===== config.mk =====
export PLATFORM = sky130hd
export DESIGN_NAME = alu_arbiter
export DESIGN_NICKNAME = d
export VERILOG_FILES = /design/src/rtl/alu_arbiter_pkg.sv /design/src/rtl/eightbit_alu.sv /design/src/rtl/alu_arbiter.sv
export SDC_FILE = /design/constraint.sdc
export NUM_CORES = 1
export LEC_CHECK = 0
export ABC_AREA = 0
export CORE_ASPECT_RATIO = 0.5
export CORE_MARGIN = 1
export CORE_UTILIZATION = 55
export DETAILED_ROUTE_END_ITERATION = 6
export GPL_ROUTABILITY_DRIVEN = 1
export PLACE_DENSITY = 0.87
export SYNTH_ARGS = -nofsm -noshare
export SYNTH_HDL_FRONTEND = slang
export SYNTH_HIERARCHICAL = 1
export SYNTH_SLANG_ARGS = --single-unit

===== constraint.sdc =====
create_clock -name clk -period 6 [get_ports clk]
set_input_delay 0.9 -clock clk [delete_from_list [all_inputs] [get_ports clk]]
set_output_delay 0.9 -clock clk [all_outputs]
set_load 0.01 [all_outputs]

===== src/rtl/alu_arbiter_pkg.sv =====
// Shared definitions for the two-port ALU arbiter: ALU opcodes, FSM encodings
// and the operand/result bundles passed between the arbiter and the ALU.
package alu_arbiter_pkg;

  localparam int unsigned DataW = 8;
  localparam int unsigned SelW  = 3;

  // eightbit_alu opcode table
  localparam logic [SelW-1:0] OpAdd  = 3'b000;
  localparam logic [SelW-1:0] OpNotB = 3'b001;
  localparam logic [SelW-1:0] OpAnd  = 3'b010;
  localparam logic [SelW-1:0] OpOr   = 3'b011;
  localparam logic [SelW-1:0] OpSra  = 3'b100;
  localparam logic [SelW-1:0] OpSla  = 3'b101;
  localparam logic [SelW-1:0] OpEq   = 3'b110;
  localparam logic [SelW-1:0] OpNe   = 3'b111;

  // Arbiter FSM encodings
  localparam logic [1:0] StIdle = 2'd0;
  localparam logic [1:0] StExec = 2'd1;
  localparam logic [1:0] StDone = 2'd2;

  typedef struct packed {
    logic             id;
    logic [SelW-1:0]  sel;
    logic [DataW-1:0] a;
    logic [DataW-1:0] b;
  } alu_op_t;

  typedef struct packed {
    logic             id;
    logic [DataW-1:0] f;
    logic             ovf;
    logic             zero;
  } alu_resp_t;

  // Signed overflow: operands agree in sign but the sum does not.
  function automatic logic add_ovf(input logic [DataW-1:0] a,
                                   input logic [DataW-1:0] b,
                                   input logic [DataW-1:0] sum);
    return (a[DataW-1] == b[DataW-1]) && (sum[DataW-1] != a[DataW-1]);
  endfunction

endpackage


===== src/rtl/eightbit_alu.sv =====
// Combinational 8-bit signed ALU. Opcodes 110/111 only drive the zero/branch
// flag (equal / not equal) and leave the data result at zero.
module eightbit_alu
  import alu_arbiter_pkg::*;
(
  input  logic signed [DataW-1:0] a_i,
  input  logic signed [DataW-1:0] b_i,
  input  logic        [SelW-1:0]  sel_i,
  output logic signed [DataW-1:0] f_o,
  output logic                    ovf_o,
  output logic                    zero_o
);

  logic [DataW-1:0] sum;

  assign sum = a_i + b_i;

  always_comb begin
    f_o    = '0;
    ovf_o  = 1'b0;
    zero_o = 1'b0;
    unique case (sel_i)
      OpAdd: begin
        f_o   = sum;
        ovf_o = add_ovf(a_i, b_i, sum);
      end
      OpNotB:  f_o = ~b_i;
      OpAnd:   f_o = a_i & b_i;
      OpOr:    f_o = a_i | b_i;
      OpSra:   f_o = a_i >>> 1;
      OpSla:   f_o = a_i <<< 1;
      OpEq:    zero_o = (a_i == b_i);
      OpNe:    zero_o = (a_i != b_i);
      default: f_o = '0;
    endcase
  end

endmodule


===== src/rtl/alu_arbiter.sv =====
// Two-port arbiter in front of a single eightbit_alu: one operation in flight,
// IDLE -> EXEC -> DONE, round-robin or fixed-priority grant.
module alu_arbiter
  import alu_arbiter_pkg::*;
#(
  parameter int unsigned RR_EN = 1
) (
  input  logic             clk,
  input  logic             rst,

  input  logic             req0_valid,
  output logic             req0_ready,
  input  logic [DataW-1:0] req0_a,
  input  logic [DataW-1:0] req0_b,
  input  logic [SelW-1:0]  req0_sel,

  input  logic             req1_valid,
  output logic             req1_ready,
  input  logic [DataW-1:0] req1_a,
  input  logic [DataW-1:0] req1_b,
  input  logic [SelW-1:0]  req1_sel,

  output logic             resp_valid,
  input  logic             resp_ready,
  output logic             resp_id,
  output logic [DataW-1:0] resp_f,
  output logic             resp_ovf,
  output logic             resp_zero,
  output logic             busy
);

  localparam logic RrEnable = (RR_EN != 0);

  logic [1:0] state_q, state_d;
  logic       prio_q, prio_d;
  alu_op_t    op_q, op_d;
  alu_resp_t  resp_q, resp_d;

  logic             idle;
  logic             gnt_valid;
  logic             gnt_id;
  logic [DataW-1:0] alu_f;
  logic             alu_ovf;
  logic             alu_zero;

  eightbit_alu u_alu (
    .a_i    (op_q.a),
    .b_i    (op_q.b),
    .sel_i  (op_q.sel),
    .f_o    (alu_f),
    .ovf_o  (alu_ovf),
    .zero_o (alu_zero)
  );

  assign idle = (state_q == StIdle);

  // With a lone requester gnt_id simply names it; contention uses the pointer.
  always_comb begin
    gnt_valid = req0_valid | req1_valid;
    if (req0_valid && req1_valid) begin
      gnt_id = RrEnable ? prio_q : 1'b0;
    end else begin
      gnt_id = req1_valid;
    end
  end

  assign req0_ready = idle & gnt_valid & ~gnt_id;
  assign req1_ready = idle & gnt_valid & gnt_id;

  always_comb begin
    state_d = state_q;
    prio_d  = prio_q;
    op_d    = op_q;
    resp_d  = resp_q;
    unique case (state_q)
      StIdle: begin
        if (gnt_valid) begin
          op_d = gnt_id ? alu_op_t'{id: 1'b1, sel: req1_sel, a: req1_a, b: req1_b}
                        : alu_op_t'{id: 1'b0, sel: req0_sel, a: req0_a, b: req0_b};
          state_d = StExec;
        end
      end
      StExec: begin
        resp_d  = alu_resp_t'{id: op_q.id, f: alu_f, ovf: alu_ovf, zero: alu_zero};
        state_d = StDone;
      end
      StDone: begin
        if (resp_ready) begin
          state_d = StIdle;
          prio_d  = RrEnable ? ~resp_q.id : 1'b0;
        end
      end
      default: state_d = StIdle;
    endcase
  end

  always_ff @(posedge clk or posedge rst) begin
    if (rst) begin
      state_q <= StIdle;
      prio_q  <= 1'b0;
      op_q    <= '0;
      resp_q  <= '0;
    end else begin
      state_q <= state_d;
      prio_q  <= prio_d;
      op_q    <= op_d;
      resp_q  <= resp_d;
    end
  end

  assign resp_valid = (state_q == StDone);
  assign busy       = ~idle;
  assign resp_id    = resp_q.id;
  assign resp_f     = resp_q.f;
  assign resp_ovf   = resp_q.ovf;
  assign resp_zero  = resp_q.zero;

endmodule


==> qor.log, run 1 <==
[run_status] outcome finished with violations
[run_status] failing checks design-rule violations
[routing] starting DRC count in detailed routing 148
[synthesis] area share of the largest cell type after synthesis 0.3373
[critical_path] cell breakdown of the critical path clkdlybuf4s50_1 > inv_2 > nor3_2 > clkdlybuf4s50_1
[final_layout] Final #Nets 386
[pwr] proportion of power drawn by combinational gates 0.621
[critical_path] Crit Reg-Reg Startpoint state_q[1]
[synthesis] ys async rst share 1.000
[floorplanning] Starting Density 0.6087
[synthesis] synthesized area divided by synthesized cell count 9.009 um2
[critical_path] Critical Path Start req1_valid
[critical_path] slack of the worst reg-to-reg path 3.70 ns
[sta] transition time at the pin with the least slew margin 1.329 ns
[worst_hold_path] path category of the worst min-delay check flip-flop to flip-flop
[final_layout] Ant. Diodes 0
[sta] period utilization 0.6605
[critical_path] data required time of the worst path 5.10 ns
[synthesis] Ys Warns 6
[routing] number of iterations in the first detailed-routing pass 7
[clocking] clock tree sinks 34
[pwr] P_int 0.9548 mW
[sta] TNS Setup 0 ns
[floorplanning] count of boundary I/O pins 58
[sta] highest attainable clock frequency 0.2523 GHz
[sta] Final Hold Viols 0
[sta] time the final worst path needs with I/O delays and setup 3.963 ns
[synthesis] distinct cell type count after synthesis 51
[sta] RSZ-0062 raised after global routing no
[floorplanning] overall die height 49.89 um
[synthesis] number of enable-type register cells in the synthesized netlist 0
[synthesis] top area cells in the synthesized netlist sky130_fd_sc_hd__dfrtp_1 34%, sky130_fd_sc_hd__ha_1 8.4%, sky130_fd_sc_hd__o21ai_0 5.8%
[critical_path] CP max-delay cell sky130_fd_sc_hd__clkdlybuf4s50_1
[clocking] CTS Hold Buffers Added 0
[pwr] share of power burned in registers 0.278
[routing] final routed DRC violation total 4
[global_routing] number of antenna violations at the first check in global routing 0
[synthesis] Gate Count Post-Synth 280
[global_routing] wire length of the first global-routing pass 10.81 mm
[pwr] maximum vdd drop 0.3747 mV
[synthesis] sequential-to-total area share from yosys stat 0.3373
[synthesis] flip-flop and latch count after synthesis 34
[clocking] total CTS buffers 5
[clocking] Max clock buf depth 2
[global_routing] via count of the first global-routing pass 2,236
[placed_design] count of port buffers added during placement 57
[pwr] Clk pwr share 0.102
[critical_path] destination of the worst register-to-register timing path op_q[7]
[floorplanning] # rows 16
[critical_path] Slowest Stage Delay on Critical Path 0.87 ns
[final_layout] fill cell instance count of the final layout 284
[clocking] clock tree from TritonCTS done
[floorplanning] full die area 0.004877 mm2
[critical_path] worst endpoint data arrival time 3.06 ns
[routing] ratio of routed vias to standard cells 6.244
[routing] Vias 2,379
[job] MaxCap Viol Count 0
[clocking] clock transition at the register clock pins on the worst setup and hold paths after CTS 0.07 ns
[synthesis] most frequent cells after synthesis 34 x sky130_fd_sc_hd__dfrtp_1, 29 x sky130_fd_sc_hd__o21ai_0, 26 x sky130_fd_sc_hd__a21oi_1
[final_layout] layout cell share with drive strength beyond 1 0.1009
[final_layout] final cell utilization of the core 0.7557
[clocking] H-tree depth 2
[final_layout] FF+latch area 850.8 um2
[synthesis] number of nets produced by synthesis 340
[clocking] buffer type at the clock tree root sky130_fd_sc_hd__clkbuf_8
[routing] remaining antenna violation count after routing 0
[sta] final setup violating endpoints 0
[synthesis] most repeated cell in the gate-level netlist after synthesis sky130_fd_sc_hd__dfrtp_1
[floorplanning] horizontal die dimension 97.77 um
[clocking] Post-CTS Resized 0
[clocking] worst skew pair latency 0.29 ns
[pwr] Sw Share 0.4676
[synthesis] Post-synth top flop sky130_fd_sc_hd__dfrtp_1
[critical_path] Crit Path Class input pin to output pin
[critical_path] startpoint type of the worst setup path input pin
[pwr] P per Cell Area 572.7 mW/mm2
[routing] drt wl/cell 17.68 um
[pwr] Pleak 1.348 nW
[critical_path] crit-path most repeated cell sky130_fd_sc_hd__clkdlybuf4s50_1
[critical_path] element type at the critical path end output pin
[global_routing] Congestion Overflow GR 0
[critical_path] endpoint of the worst setup timing path req1_ready
[global_routing] all-layer global routing usage 0.2913
[sta] number of pins exceeding their max-slew limit in the final report 0
[pwr] Design Power 1.793 mW
[placed_design] total half-perimeter wirelength after legalization and detailed placement 4.978 mm
[pwr] switching component of the power 0.8387 mW
[critical_path] Max FO, Critical Path 18
[synthesis] cell accounting for the most synthesized area sky130_fd_sc_hd__dfrtp_1
[global_routing] maximum number of pins on one net before global-route repair 35
[sta] relative slew slack 0.1109
[critical_path] depth of the worst register-to-register path 4
[final_layout] Area growth syn-to-layout 24.16%
[routing] Total Wirelength 6.737 mm
[floorplanning] area of the core 0.004144 mm2
[final_layout] area used by multi-input combinational logic 0.001446 mm2
[synthesis] synthesized cell area 0.002522 mm2
[placed_design] global placement routability congestion 0.9130
[sta] final clock skew 0.008479 ns
[clocking] Post-CTS Setup Repair Bufs 0
## critical path, delay by kind of cell
kind | cells | cell delay (ns)
buf+inv | 3 | 1.75
simple gates | 1 | 0.41
## cell usage in the layout (no fill, tap or decap), drive strengths merged, types with 5 or more instances in the layout
| cell | netlist | final |
|---|---|---|
| nand3 | 19 | 19 |
| o22ai | 5 | 5 |
| nand2 | 12 | 12 |
| mux2 | 13 | 13 |
| a31oi | 16 | 16 |
| inv | 23 | 23 |
| clkbuf | 6 | 6 |
| xnor2 | 5 | 5 |
| clkdlybuf4s50 | 0 | 57 |
| nand2b | 5 | 5 |
| o21ai | 31 | 31 |
| ha | 17 | 17 |
| a21oi | 27 | 27 |
| dfrtp | 34 | 34 |
| mux2i | 6 | 6 |
## worst min-delay path by stage
stage / endpoint / start / slack [ns] / cells past startpoint
after floorplan: op_q[19] / op_q[19] / 0.45 / 1
after global placement: prio_q / resp_id / 0.46 / 1
after detailed placement: prio_q / resp_id / 0.48 / 1
after CTS: prio_q / resp_id / 0.50 / 1
after global routing: prio_q / resp_id / 0.52 / 1
final: prio_q / resp_id / 0.50 / 1
## power by group through the flow
stage	Sequential [mW]	Clock [mW]	Combinational, mW
after detailed placement	0.495	0	1.09
after global placement	0.486	0	1.05
after floorplan	0.443	0	0.842
final	0.498	0.182	1.11
after global routing	0.512	0.196	1.21
after CTS	0.492	0.183	1.09
## layer usage
| layer | track usage | part of all wire |
|---|---|---|
| met1 | 0.3602 | 0.44 |
| met2 | 0.5071 | 0.46 |
| met3 | 0.08227 | 0.083 |
| met4 | 0.07323 | 0.016 |
| met5 | 0 | 0 |
## layout make-up
class / instances / area share
multi-input combinational: 203 / 0.4618
sequential: 34 / 0.2717
timing repair buffer: 59 / 0.1870
inverter: 23 / 0.02757
clock buffer: 6 / 0.02637
tap: 54 / 0.02157
clock inverter: 2 / 0.003995
## flip-flops by register name (all words and copies together), names as in the netlist
signal and flops:
state_q 2, prio_q 1, resp_id 1, resp_f 8
resp_zero 1, resp_ovf 1, op_q 20
## stage by stage
stage	hold slack, ns	worst slack (ns)	cell area (um2)	std cells
floorplan	0.4458	3.617	2522	280
global placement	0.4599	2.180	3037	373
detailed placement	0.4840	2.069	3037	373
CTS	0.4954	2.056	3132	381
global route	0.5181	1.896	3132	381
finish	0.4988	2.037	3132	381
## cells by family after synthesis
| group | Yosys count | share of synthesized area |
|---|---|---|
| buf+inv | 43 | 0.08929 |
| fa+ha+maj | 17 | 0.08432 |
| flops | 34 | 0.3373 |
| xor+xnor | 6 | 0.02083 |
| simple gates | 57 | 0.1255 |
| mux | 19 | 0.08333 |
| compound gates | 104 | 0.2594 |
(Power assumes the default switching activity.)
==> run 2, diff against run 1 <==
CORE_UTILIZATION = 46   (was 55)
PLACE_DENSITY = 0.77   (was 0.87)
clock period = 3.64 ns   (was 6 ns; I/O delays follow)
==> qor.log, run 2 (same netlist as run 1, synthesis figures left out) <==
[critical_path] CP max-delay cell sky130_fd_sc_hd__clkdlybuf4s50_1
[critical_path] depth of the worst register-to-register path 5 [+1]
[pwr] Pleak 1.382 nW [+2.5%]
[sta] highest attainable clock frequency 0.3430 GHz
[sta] transition time at the pin with the least slew margin 0.9475 ns [-0.3813 ns]
[critical_path] Critical Path Start req1_valid
[sta] Final Hold Viols 0 [unchanged]
[final_layout] Area growth syn-to-layout 27.43%
[floorplanning] count of boundary I/O pins 58 [unchanged]
[global_routing] maximum number of pins on one net before global-route repair 35 [unchanged]
[sta] period utilization 0.8009
[floorplanning] # rows 18 [+2]
[clocking] total CTS buffers 5 [unchanged]
[global_routing] number of antenna violations at the first check in global routing 0 [unchanged]
[job] MaxCap Viol Count 0 [unchanged]
[critical_path] data required time of the worst path 3.09 ns [-2.01 ns]
[critical_path] slack of the worst reg-to-reg path 1.36 ns [-2.34 ns]
[sta] final clock skew 0.007259 ns [-0.001220 ns]
[floorplanning] area of the core 0.005090 mm2 [+23%]
[pwr] P per Cell Area 956.5 mW/mm2 [+67%]
[clocking] Max clock buf depth 2 [unchanged]
[routing] final routed DRC violation total 0 [-4]
[placed_design] total half-perimeter wirelength after legalization and detailed placement 4.823 mm [-3.1%]
[worst_hold_path] Min-Delay Startpoint resp_id
[routing] remaining antenna violation count after routing 0 [unchanged]
[clocking] buffer type at the clock tree root sky130_fd_sc_hd__clkbuf_8
[final_layout] max reg flops 20 [unchanged]
[critical_path] Crit Reg-Reg Startpoint op_q[16]
[floorplanning] overall die height 54.36 um [+9.0%]
[sta] relative slew slack 0.3683 [+0.2575]
[routing] Vias 2,326 [-2.2%]
[clocking] H-tree depth 2 [unchanged]
[sta] number of pins exceeding their max-slew limit in the final report 0 [unchanged]
[final_layout] most common cell after layout, fill and taps aside sky130_fd_sc_hd__clkdlybuf4s50_1
[worst_hold_path] cell depth of the worst hold path 1 [unchanged]
[clocking] clock transition at the register clock pins on the worst setup and hold paths after CTS 0.07 ns [about the same]
[placed_design] placed cell areas 0.003072 mm2 [+1.2%]
[worst_hold_path] endpoint with the worst hold slack prio_q
[clocking] clock tree sinks 34 [unchanged]
[critical_path] cell breakdown of the critical path clkdlybuf4s50_1 > buf_4 > inv_2 > nor3_2 > clkdlybuf4s50_1
[clocking] clock tree from TritonCTS done
[critical_path] Max FO, Critical Path 18 [unchanged]
[floorplanning] Starting Density 0.4956 [-0.1131]
[final_layout] most frequent cells in the layout 57 x sky130_fd_sc_hd__clkdlybuf4s50_1, 34 x sky130_fd_sc_hd__dfrtp_1, 29 x sky130_fd_sc_hd__o21ai_0
[final_layout] Ant. Diodes 0 [unchanged]
[critical_path] Crit Path Class input pin to output pin
[floorplanning] full die area 0.005802 mm2 [+19%]
[critical_path] kind of cell adding the most delay to the critical path buffers and inverters
[critical_path] element type at the critical path end output pin
[clocking] CTS Hold Buffers Added 0 [unchanged]
[clocking] Post-CTS Resized 0 [unchanged]
[critical_path] buffers and inverters on the worst path 4 [+1]
[sta] Min Hold Slack 0.4833 ns [-0.01559 ns]
[global_routing] Congestion Overflow GR 0 [unchanged]
[floorplanning] horizontal die dimension 106.7 um [+9.2%]
[final_layout] post-route cell area 0.003214 mm2 [+2.6%]
[routing] ratio of routed vias to standard cells 5.830 [-6.6%]
[critical_path] crit-path most repeated cell sky130_fd_sc_hd__clkdlybuf4s50_1
[placed_design] count of port buffers added during placement 57 [unchanged]
[routing] drt wl/cell 16.37 um [-7.4%]
[routing] starting DRC count in detailed routing 110 [-26%]
[final_layout] most flop-heavy register op_q
[final_layout] Final #Nets 388 [+0.52%]
[critical_path] destination of the worst register-to-register timing path resp_f[4]
[sta] final setup violating endpoints 0 [unchanged]
[clocking] worst skew pair latency 0.29 ns [about the same]
[routing] Total Wirelength 6.533 mm [-3.0%]
[critical_path] Slowest Stage Delay on Critical Path 0.61 ns [-0.26 ns]
[final_layout] fill cell instance count of the final layout 417 [+47%]
[worst_hold_path] path category of the worst min-delay check flip-flop to flip-flop
[critical_path] startpoint type of the worst setup path input pin
[sta] time the final worst path needs with I/O delays and setup 2.915 ns
[routing] number of iterations in the first detailed-routing pass 7 [unchanged]
[sta] TNS Setup 0 ns [unchanged]
[pwr] maximum vdd drop 0.3397 mV [-9.3%]
[final_layout] layout cell share with drive strength beyond 1 0.1064 [+0.005466]
[run_status] outcome finished clean
[placed_design] global placement routability congestion 0.9162 [+0.35%]
[global_routing] via count of the first global-routing pass 2,215 [-0.94%]
[sta] RSZ-0062 raised after global routing no
[global_routing] wire length of the first global-routing pass 10.83 mm [+0.26%]
[critical_path] worst endpoint data arrival time 2.37 ns [-0.69 ns]
[global_routing] all-layer global routing usage 0.2494 [-0.04192]
[clocking] Post-CTS Setup Repair Bufs 0 [unchanged]
==> run 2: cell count changes in the layout (fill, tap and decap cells not counted), sizes merged <==
cell      previous run  this run
buf                  2         4
bufinv               0         2
clkinv               1         0
clkinvlp             1         0
==> run 2: worst max-delay path by stage <==
stage / endpoint / slack, ns / cells after the start
floorplan: resp_f[7] / 1.69 / 7
global placement: req1_ready / 0.80 / 5
detailed placement: req1_ready / 0.73 / 5
CTS: req1_ready / 0.73 / 5
global route: req1_ready / 0.58 / 5
finish: req1_ready / 0.72 / 5
==> run 2: through the flow <==
step,setup slack [ns],std cells,power [mW],util
after floorplan,1.685,280,2.118,-
after global placement,0.7985,391,2.536,0.6035
after detailed placement,0.7328,391,2.597,0.6035
after CTS,0.7303,399,3.051,0.6315
after global routing,0.5810,399,3.307,0.6315
final,0.7248,399,3.075,0.6315
==> run 2: routing by layer <==
metal	global-route usage	share of wire
met1	0.3250	0.45
met2	0.4194	0.46
met3	0.05595	0.071
met4	0.08904	0.020
met5	0	0
==> run 2: layout make-up <==
cell class,instances,area [um2],share of cell area
clock buffers,6,82.58,0.02569
repair buffers,61,600.6,0.1868
inverters,23,86.33,0.02686
multi-input cells,203,1446,0.4500
well taps,70,87.58,0.02725
flip-flops and latches,34,850.8,0.2647
clock inverters,2,60.06,0.01868
==> run 2: power breakdown <==
part	internal [mW]	switching (mW)
combinational	0.865	0.927
clock	0.292	0.140
sequential	0.565	0.285
total	1.72	1.35
==> run 2: worst reg2reg max path: stages, from the launching register on <==
cell	delay, ns
sky130_fd_sc_hd__dfrtp_1	0.97
sky130_fd_sc_hd__mux2_2	0.43
sky130_fd_sc_hd__a211oi_1	0.28
sky130_fd_sc_hd__a21o_1	0.15
sky130_fd_sc_hd__o21ai_0	0.09
sky130_fd_sc_hd__mux2_2	0.26
